[config.mk]
export PLATFORM = sky130hd
export DESIGN_NAME = i2s_multi_receiver
export DESIGN_NICKNAME = d
export VERILOG_FILES = /design/src/rtl/i2s_pkg.sv /design/src/rtl/i2s_clock_gen.sv /design/src/rtl/i2s_multi_receiver.sv
export SDC_FILE = /design/constraint.sdc
export NUM_CORES = 1
export LEC_CHECK = 0
export CORE_AREA = 2 2 114 144
export CTS_CLUSTER_DIAMETER = 30
export DETAILED_ROUTE_END_ITERATION = 16
export DIE_AREA = 0 0 116 146
export PLACE_DENSITY_LB_ADDON = 0.12
export SLEW_MARGIN = 25
export SYNTH_ARGS = -nofsm -noshare
export SYNTH_HDL_FRONTEND = slang
export SYNTH_SLANG_ARGS = --single-unit
[constraint.sdc]
create_clock -name clock_in -period 7 [get_ports clock_in]
set_clock_uncertainty 0.1 [all_clocks]
set_input_delay 0.7 -clock clock_in [delete_from_list [all_inputs] [get_ports clock_in]]
set_output_delay 0.7 -clock clock_in [all_outputs]
set_load 0.02 [all_outputs]
[src/rtl/i2s_pkg.sv]
// i2s_pkg: shared I2S frame geometry, bit index type and sample slice helper.
// Used by i2s_clock_gen and i2s_multi_receiver.
package i2s_pkg;
    localparam int SLOT_BITS  = 32;
    localparam int FRAME_BITS = 64;

    typedef logic [5:0] bit_index_t;

    // Offset of (line, channel) inside the packed sample vector; right = 1 selects the right channel.
    function automatic int slice_offset(input int line, input logic right, input int width);
        return (2 * line + (right ? 1 : 0)) * width;
    endfunction
endpackage

[src/rtl/i2s_clock_gen.sv]
// i2s_clock_gen: I2S bit clock, word select and bit position generator.
// Ports:
//   clk_i        system clock
//   rst_i        synchronous active-high reset
//   bclk_o       bit clock, 2*CLOCK_DIVISOR clk_i cycles per period
//   lrclk_o      word select (0 = left slot), changes only on BCLK falls
//   bit_index_o  position 0..63 within the frame
//   fall_tick_o  high in the cycle whose edge drives BCLK from high to low
module i2s_clock_gen import i2s_pkg::*; #(
    parameter int CLOCK_DIVISOR = 12
) (
    input  logic       clk_i,
    input  logic       rst_i,
    output logic       bclk_o,
    output logic       lrclk_o,
    output logic [5:0] bit_index_o,
    output logic       fall_tick_o
);
    localparam int PW = $clog2(CLOCK_DIVISOR);

    logic [PW-1:0] phase_q, phase_d;
    logic          bclk_q, bclk_d;
    bit_index_t    idx_q, idx_d;
    logic          tc, fall;

    always_comb begin
        tc      = phase_q == PW'(CLOCK_DIVISOR - 1);
        fall    = tc & bclk_q;
        phase_d = tc ? '0 : phase_q + 1'b1;
        bclk_d  = tc ? ~bclk_q : bclk_q;
        idx_d   = fall ? idx_q + 1'b1 : idx_q;
    end

    always_ff @(posedge clk_i) begin
        if (rst_i) begin
            phase_q <= '0;
            bclk_q  <= 1'b0;
            idx_q   <= '0;
        end else begin
            phase_q <= phase_d;
            bclk_q  <= bclk_d;
            idx_q   <= idx_d;
        end
    end

    assign bclk_o      = bclk_q;
    assign lrclk_o     = idx_q[5];
    assign bit_index_o = idx_q;
    assign fall_tick_o = fall;
endmodule

[src/rtl/i2s_multi_receiver.sv]
// i2s_multi_receiver: I2S master receiver for NUM_LINES stereo data lines with frame handshake.
// Ports:
//   clock_in, reset_in       system clock, synchronous active-high reset
//   i2s_bclk_out, i2s_lrclk_out  generated bit clock and word select
//   i2s_data_in              one serial data bit per line
//   samples_out              line k left at [2k*W +: W], right at [(2k+1)*W +: W]
//   valid_out / ready_in     frame handshake
//   overflow_out             sticky, set when an undelivered frame is overwritten
//   clear_overflow_in        pulse clearing overflow_out
//   frame_count_out          16-bit count of loaded frames, only with I2S_RX_FRAME_COUNT_EN
module i2s_multi_receiver import i2s_pkg::*; #(
    parameter int CLOCK_DIVISOR  = 12,
    parameter int SAMPLE_WIDTH   = 16,
    parameter int NUM_LINES      = 2,
    parameter int DISCARD_FRAMES = 2
) (
    input  logic                                clock_in,
    input  logic                                reset_in,
    output logic                                i2s_bclk_out,
    output logic                                i2s_lrclk_out,
    input  logic [NUM_LINES-1:0]                i2s_data_in,
    output logic [2*NUM_LINES*SAMPLE_WIDTH-1:0] samples_out,
    output logic                                valid_out,
    input  logic                                ready_in,
    output logic                                overflow_out,
`ifdef I2S_RX_FRAME_COUNT_EN
    output logic [15:0]                         frame_count_out,
`endif
    input  logic                                clear_overflow_in
);
    localparam int TW = 2 * NUM_LINES * SAMPLE_WIDTH;
    localparam int PB = $clog2(SLOT_BITS);

    logic [5:0]           bit_index;
    logic                 fall_tick;
    logic [NUM_LINES-1:0] sync1_q, sync2_q;
    logic [TW-1:0]        shift_q, shift_d, samples_q, samples_d;
    logic                 valid_q, valid_d, ovf_q, ovf_d;
    logic [31:0]          discard_q, discard_d;
    logic [PB-1:0]        pos;
    logic                 in_slot, frame_done, load;

    i2s_clock_gen #(.CLOCK_DIVISOR(CLOCK_DIVISOR)) u_clk (
        .clk_i      (clock_in),
        .rst_i      (reset_in),
        .bclk_o     (i2s_bclk_out),
        .lrclk_o    (i2s_lrclk_out),
        .bit_index_o(bit_index),
        .fall_tick_o(fall_tick)
    );

    always_comb begin
        pos        = bit_index[PB-1:0];
        // Position 0 is the I2S delay bit; positions past SAMPLE_WIDTH are dropped.
        in_slot    = fall_tick && pos != '0 && {1'b0, pos} <= (PB+1)'(SAMPLE_WIDTH);
        shift_d    = shift_q;
        for (int k = 0; k < NUM_LINES; k++)
            if (in_slot)
                shift_d[slice_offset(k, bit_index[5], SAMPLE_WIDTH) +: SAMPLE_WIDTH] =
                    SAMPLE_WIDTH'({shift_q[slice_offset(k, bit_index[5], SAMPLE_WIDTH) +: SAMPLE_WIDTH], sync2_q[k]});
        frame_done = fall_tick && bit_index == bit_index_t'(FRAME_BITS - 1);
        load       = frame_done && discard_q == 0;
        discard_d  = (frame_done && discard_q != 0) ? discard_q - 1 : discard_q;
        // Load from shift_d so a bit captured on the final tick is part of the frame.
        samples_d  = load ? shift_d : samples_q;
        valid_d    = load || (valid_q && !ready_in);
        // A new overflow wins over a simultaneous clear.
        ovf_d      = (load && valid_q && !ready_in) || (ovf_q && !clear_overflow_in);
    end

    always_ff @(posedge clock_in) begin
        if (reset_in) begin
            sync1_q   <= '0;
            sync2_q   <= '0;
            shift_q   <= '0;
            samples_q <= '0;
            valid_q   <= 1'b0;
            ovf_q     <= 1'b0;
            discard_q <= 32'(DISCARD_FRAMES);
        end else begin
            sync1_q   <= i2s_data_in;
            sync2_q   <= sync1_q;
            shift_q   <= shift_d;
            samples_q <= samples_d;
            valid_q   <= valid_d;
            ovf_q     <= ovf_d;
            discard_q <= discard_d;
        end
    end

`ifdef I2S_RX_FRAME_COUNT_EN
    logic [15:0] fc_q, fc_d;

    assign fc_d = load ? fc_q + 16'd1 : fc_q;

    always_ff @(posedge clock_in) begin
        if (reset_in)
            fc_q <= '0;
        else
            fc_q <= fc_d;
    end

    assign frame_count_out = fc_q;
`endif

    assign samples_out  = samples_q;
    assign valid_out    = valid_q;
    assign overflow_out = ovf_q;
endmodule

Word-level counts from Yosys, hierarchy flattened. Cells that the tools add are included.

Add/sub/neg operators: 6. Order comparisons: 1. Equality and inequality tests: 2. Shift operators: 6. Multiplexer cells: 5. Bitwise operators: 2. Reductions and logical operators: 17.

Operators by type and width (count): $bwmux W64 (2); $mux W64 (2); $shift A16 B33 Y64 const A (2); $shiftx A16 B33 Y64 (2); $shiftx A64 B32 Y15 (2); $neg A32 Y33 (1); $neg A7 Y33 (1); $logic_not A32 Y1 (1); $reduce_bool A32 Y1 (1); $sub A32 B1 Y32 const B (1); $logic_and A1 B1 Y1 (9); $add A6 B1 Y6 const B (1); $eq A6 B6 Y1 const B (1); $le A5 B5 Y1 const B (1); $reduce_bool A5 Y1 (1); $add A4 B1 Y4 const B (1); $eq A4 B4 Y1 const B (1); $add A2 B1 Y3 const A (1); $logic_not A1 Y1 (2); $logic_or A1 B1 Y1 (2); $reduce_or A2 Y1 (1); $and A1 B1 Y1 (1); $mux W1 (1); $not A1 Y1 (1).

Flip-flop bits (word level): 177. Input bits: 6.

Longest topological paths before layout.
Depth after elaboration: 7. Mapped depth: 9. Mapped depth without buffers: 7.

Hierarchy. A second synthesis with hierarchy kept.

Cells, all modules: 686. Area total of the unflattened synthesis: 6657.6 µm².

By module, submodules not included: i2s_multi_receiver (instances 1, cells each 635, area each 6168.4 µm², sequential area each 3323.2 µm²); i2s_clock_gen (instances 1, cells each 51, area each 489.2 µm², sequential area each 220.2 µm²).

Least setup slack after synthesis. OpenSTA, ideal clock, no wires.

Path kind: register to register. Start: register discard_q[23]. End: register samples_q[19], in the netlist samples_out[19]. Arrival: 2429 ps. Required time: 6754 ps. Setup slack: 4325 ps. Stages on the path, launching flop included: 8. Buffers on the path: 3. Clock period less this slack: 2675 ps. Path through: dfxtp_1 -> or4_1 -> clkbuf_1 -> or4b_4 -> nor4_4 -> buf_2 -> buf_2 -> a211oi_2.

Cells in the longest elaborated chain, start to end: 2.

RTL lines: from (decl) (line i2s_multi_receiver.sv:39) `logic [31:0] discard_q, discard_d;`; from (signal assigned) (line i2s_multi_receiver.sv:79) `discard_q <= 32'(DISCARD_FRAMES);`; from (signal assigned) (line i2s_multi_receiver.sv:87) `discard_q <= discard_d;`; $logic_not A32 Y1 (line i2s_multi_receiver.sv:62) `load = frame_done && discard_q == 0;`; $logic_and A1 B1 Y1 (line i2s_multi_receiver.sv:62); to (signal assigned) (line i2s_multi_receiver.sv:84) `samples_q <= samples_d;`; to (decl) (line i2s_multi_receiver.sv:37) `logic [TW-1:0] shift_q, shift_d, samples_q, samples_d;`.

Every way passes these cells. A chain may end at the register's enable or synchronous reset.

Worst setup path after layout.
Start: register discard_q[23]. End: register samples_q[30], in the netlist samples_out[30].

The elaborated chain is that of the path after synthesis.

==> results by group <==
Power and ir drop
  – Sw Ratio: 0.196
  – Leakage: 2.97 nW
  – Internal power: 1.62 mW
  – Sequential share of power: 0.501
  – Net Switching: 0.396 mW
  – Clock share of power: 0.486
  – Logic pwr share: 0.013
  – Pwr Density: 243 nW/µm²
  – Maximum VDD drop: 138 µV

Placed design
  – Placed Instances: 927
  – Post-DP HPWL: 8.62 mm
  – Pre-CTS WS: 3170 ps
  – Port bufs: 73
  – Placer Congestion: 0.770

Global routing
  – Grt ovf: 0
  – Initial antenna violation count: 0
  – Pin count of the biggest net entering global routing: 102
  – First-pass GRT wire length: 22.5 mm
  – Vias in the first global route: 4,920
  – Overall Global Routing Usage: 0.164

Finish
  – Final Non-Filler Cells: 958
  – Layout area overhead: 21.1%
  – Ant diodes: 0
  – Fill cells: 1,442
  – Layout cells sized above 1: 0.118
  – Most common cell after layout, fill and taps aside: dfxtp_1
  – Multi-input logic area: 3100 µm²
  – Final #Nets: 744
  – Most frequent cells in the layout: 177 x dfxtp_1, 153 x nor2_1, 72 x clkdlybuf4s50_1, 67 x mux2i_1, 40 x a211oi_2
  – Reg area: 3540 µm²

Detailed routing
  – Pre-antenna DRT Iters: 4
  – Total wire length: 13.4 mm
  – Vias: 4,940
  – Vias/cell: 5.16
  – Number of remaining DRC errors: 0
  – WL per Instance: 13.9 µm
  – First-iteration detailed-routing DRC count: 178
  – DRT antenna net count: 0

Worst setup path
  – Worst R2R Setup Slack: 3170 ps
  – Worst Setup End Kind: register
  – Crit Path Max Fanout: 71
  – Setup crit start kind: register
  – Critical Path RT: 7250 ps
  – Worst r2r src: discard_q[23]
  – Reg2Reg Depth: 7
  – RR Endpoint: samples_out[30]
  – CP startpoint: discard_q[23]
  – Setup CP Type: register to register
  – Crit path capture: samples_out[30]
  – Worst path arrival time: 4080 ps

Yosys
  – Syn Nets: 694
  – Syn Inst Count: 684
  – FF+latch count, synth: 177
  – Synth Warn #: 0
  – Async S/R FF share, synth: 0
  – Sequential share of the synthesized area: 0.516
  – Synth Area per Inst: 10.0 µm²
  – Post-synth EDFFs: 0
  – Post-Synthesis Cell Area: 6870 µm²
  – Ys flop type: dfxtp_1
  – Yosys cell types: 45

Die
  – Row count: 51
  – Core outline area: 15,400 µm²
  – Io pins: 74
  – Die height: 146 µm
  – Initial core utilization: 0.445
  – Full die area: 16,900 µm²
  – Die Wd: 116 µm

Timing
  – Maximum clock rate: 261 MHz
  – RSZ-0062 raised after global routing: no
  – Measured slew at the worst slew-check pin: 961 ps
  – Setup TNS: 0 ps
  – Setup Viol. Count Final: 0
  – Slew Viols, Final: 0
  – Setup WS post-layout: 3170 ps
  – Tmin final: 3830 ps
  – Final Hold Fails: 0
  – Final Cycle Share: 0.548
  – Max_slew headroom: 0.359

Clock tree
  – Hold-fix buffers, CTS: 0
  – TritonCTS clock tree: done
  – Clock sink count: 177
  – Worst-Skew Late Latency: 430 ps
  – Reg clk slew, reported paths: 60 ps
  – H-tree Lvls: 4
  – CTS Buf Count: 17
  – Root buf cell: clkbuf_16
  – Post-cts resize count: 0
  – Maximum buffer depth of the clock tree: 2
  – Setup bufs post-CTS: 0

Flow run
  – Number of max-cap violations: 0

Outcome
  – Status: finished clean

Worst hold path
  – Worst min-delay path category: register to register
==> cells in the mapped netlist, types with 2 or more instances <==
cell	instances	area share
nand2_1	10	0.0055
mux2_2	6	0.0098
and4_1	2	0.0026
mux2i_1	67	0.098
a211oi_1	24	0.026
nand3_1	6	0.0044
or3_1	14	0.013
or4_1	13	0.014
buf_2	10	0.0073
nand2b_1	2	0.0018
or2_2	3	0.0027
o21ai_0	9	0.0066
inv_1	7	0.0038
o31ai_1	10	0.011
a21oi_1	25	0.018
nor2b_1	10	0.0091
o41ai_1	3	0.0038
nor3b_1	4	0.0044
ha_1	4	0.0073
buf_1	6	0.0033
xnor2_1	7	0.0089
nor4_1	8	0.0073
xor2_1	3	0.0038
buf_4	5	0.0055
nor3_1	8	0.0058
a211oi_2	40	0.073
dfxtp_1	177	0.52
clkbuf_1	26	0.014
nand4_1	4	0.0036
and2_1	4	0.0036
nor2_1	153	0.084
==> sequential cells by signal (all words and copies together), names as in the netlist <==
register           flops
samples_out           64
overflow_out           1
shift_q               64
u_clk.bit_index_o      6
discard_q             32
u_clk.bclk_o           1
u_clk.phase_q          4
sync1_q                2
sync2_q                2
valid_out              1
==> cells by family (layout without fill, tap and decap cells) <==
logic type | Yosys count | count (layout) | share of synthesized area
buffers and inverters | 54 | 116 | 0.0341
adder cells (fa/ha/maj) | 4 | 4 | 0.00728
AND/OR/NAND/NOR | 250 | 250 | 0.176
multiplexers | 73 | 73 | 0.107
flip-flops | 177 | 177 | 0.516
AO/OA/AOI/OAI | 116 | 116 | 0.147
XOR/XNOR | 10 | 10 | 0.0127
==> worst max-delay path: stages (launching register included) <==
cell and delay [ps]:
dfxtp_1 350, or4_1 660, or4b_4 620, nor4_4 280
buf_4 570, buf_4 780, nor2_1 130, a211oi_2 220
==> per-layer routing <==
metal / track usage / up-vias / share of wire
li1: - / 2518 / -
met1: 0.202 / 2338 / 0.46
met2: 0.271 / 71 / 0.49
met3: 0.0454 / 13 / 0.038
met4: 0.0637 / 0 / 0.012
met5: 0 / - / 0
==> worst min path at each step <==
stage | from | to | slack [ps] | cells past startpoint
2_1_floorplan | sync1_q[0] | sync2_q[0] | 310 | 1
3_3_place_gp | sync1_q[0] | sync2_q[0] | 330 | 1
3_5_place_dp | sync1_q[0] | sync2_q[0] | 330 | 1
4_1_cts | sync1_q[0] | sync2_q[0] | 340 | 1
5_1_grt | sync1_q[0] | sync2_q[0] | 360 | 1
6_report | sync1_q[0] | sync2_q[0] | 340 | 1
==> power by group through the flow <==
| stage | logic, mW | clock network (mW) | registers [mW] |
|---|---|---|---|
| 3_5_place_dp | 0.0267 | 0 | 1.03 |
| 6_report | 0.0262 | 0.982 | 1.01 |
| 4_1_cts | 0.0267 | 1.01 | 1.01 |
| 3_3_place_gp | 0.0259 | 0 | 1.03 |
| 5_1_grt | 0.0298 | 1.05 | 1.01 |
| 2_1_floorplan | 0.0204 | 0 | 1.03 |
==> metrics by stage <==
step	total power, mW	area (µm²)	hold slack, ps	util
detailed placement	1.06	7710	326	0.499
global route	2.09	8320	364	0.539
floorplan	1.05	6870	314	-
CTS	2.05	8320	342	0.539
global placement	1.06	7710	327	0.499
finish	2.02	8320	338	0.539
==> final cells by class <==
type | instances | share of cell area
multi-input cells | 453 | 0.373
repair buffers | 78 | 0.0925
inverters | 7 | 0.00316
clock inverters | 8 | 0.0186
clock buffers | 23 | 0.0550
flip-flops and latches | 177 | 0.426
well taps | 212 | 0.0319
No activity file was read; power rests on OpenSTA's default activity.
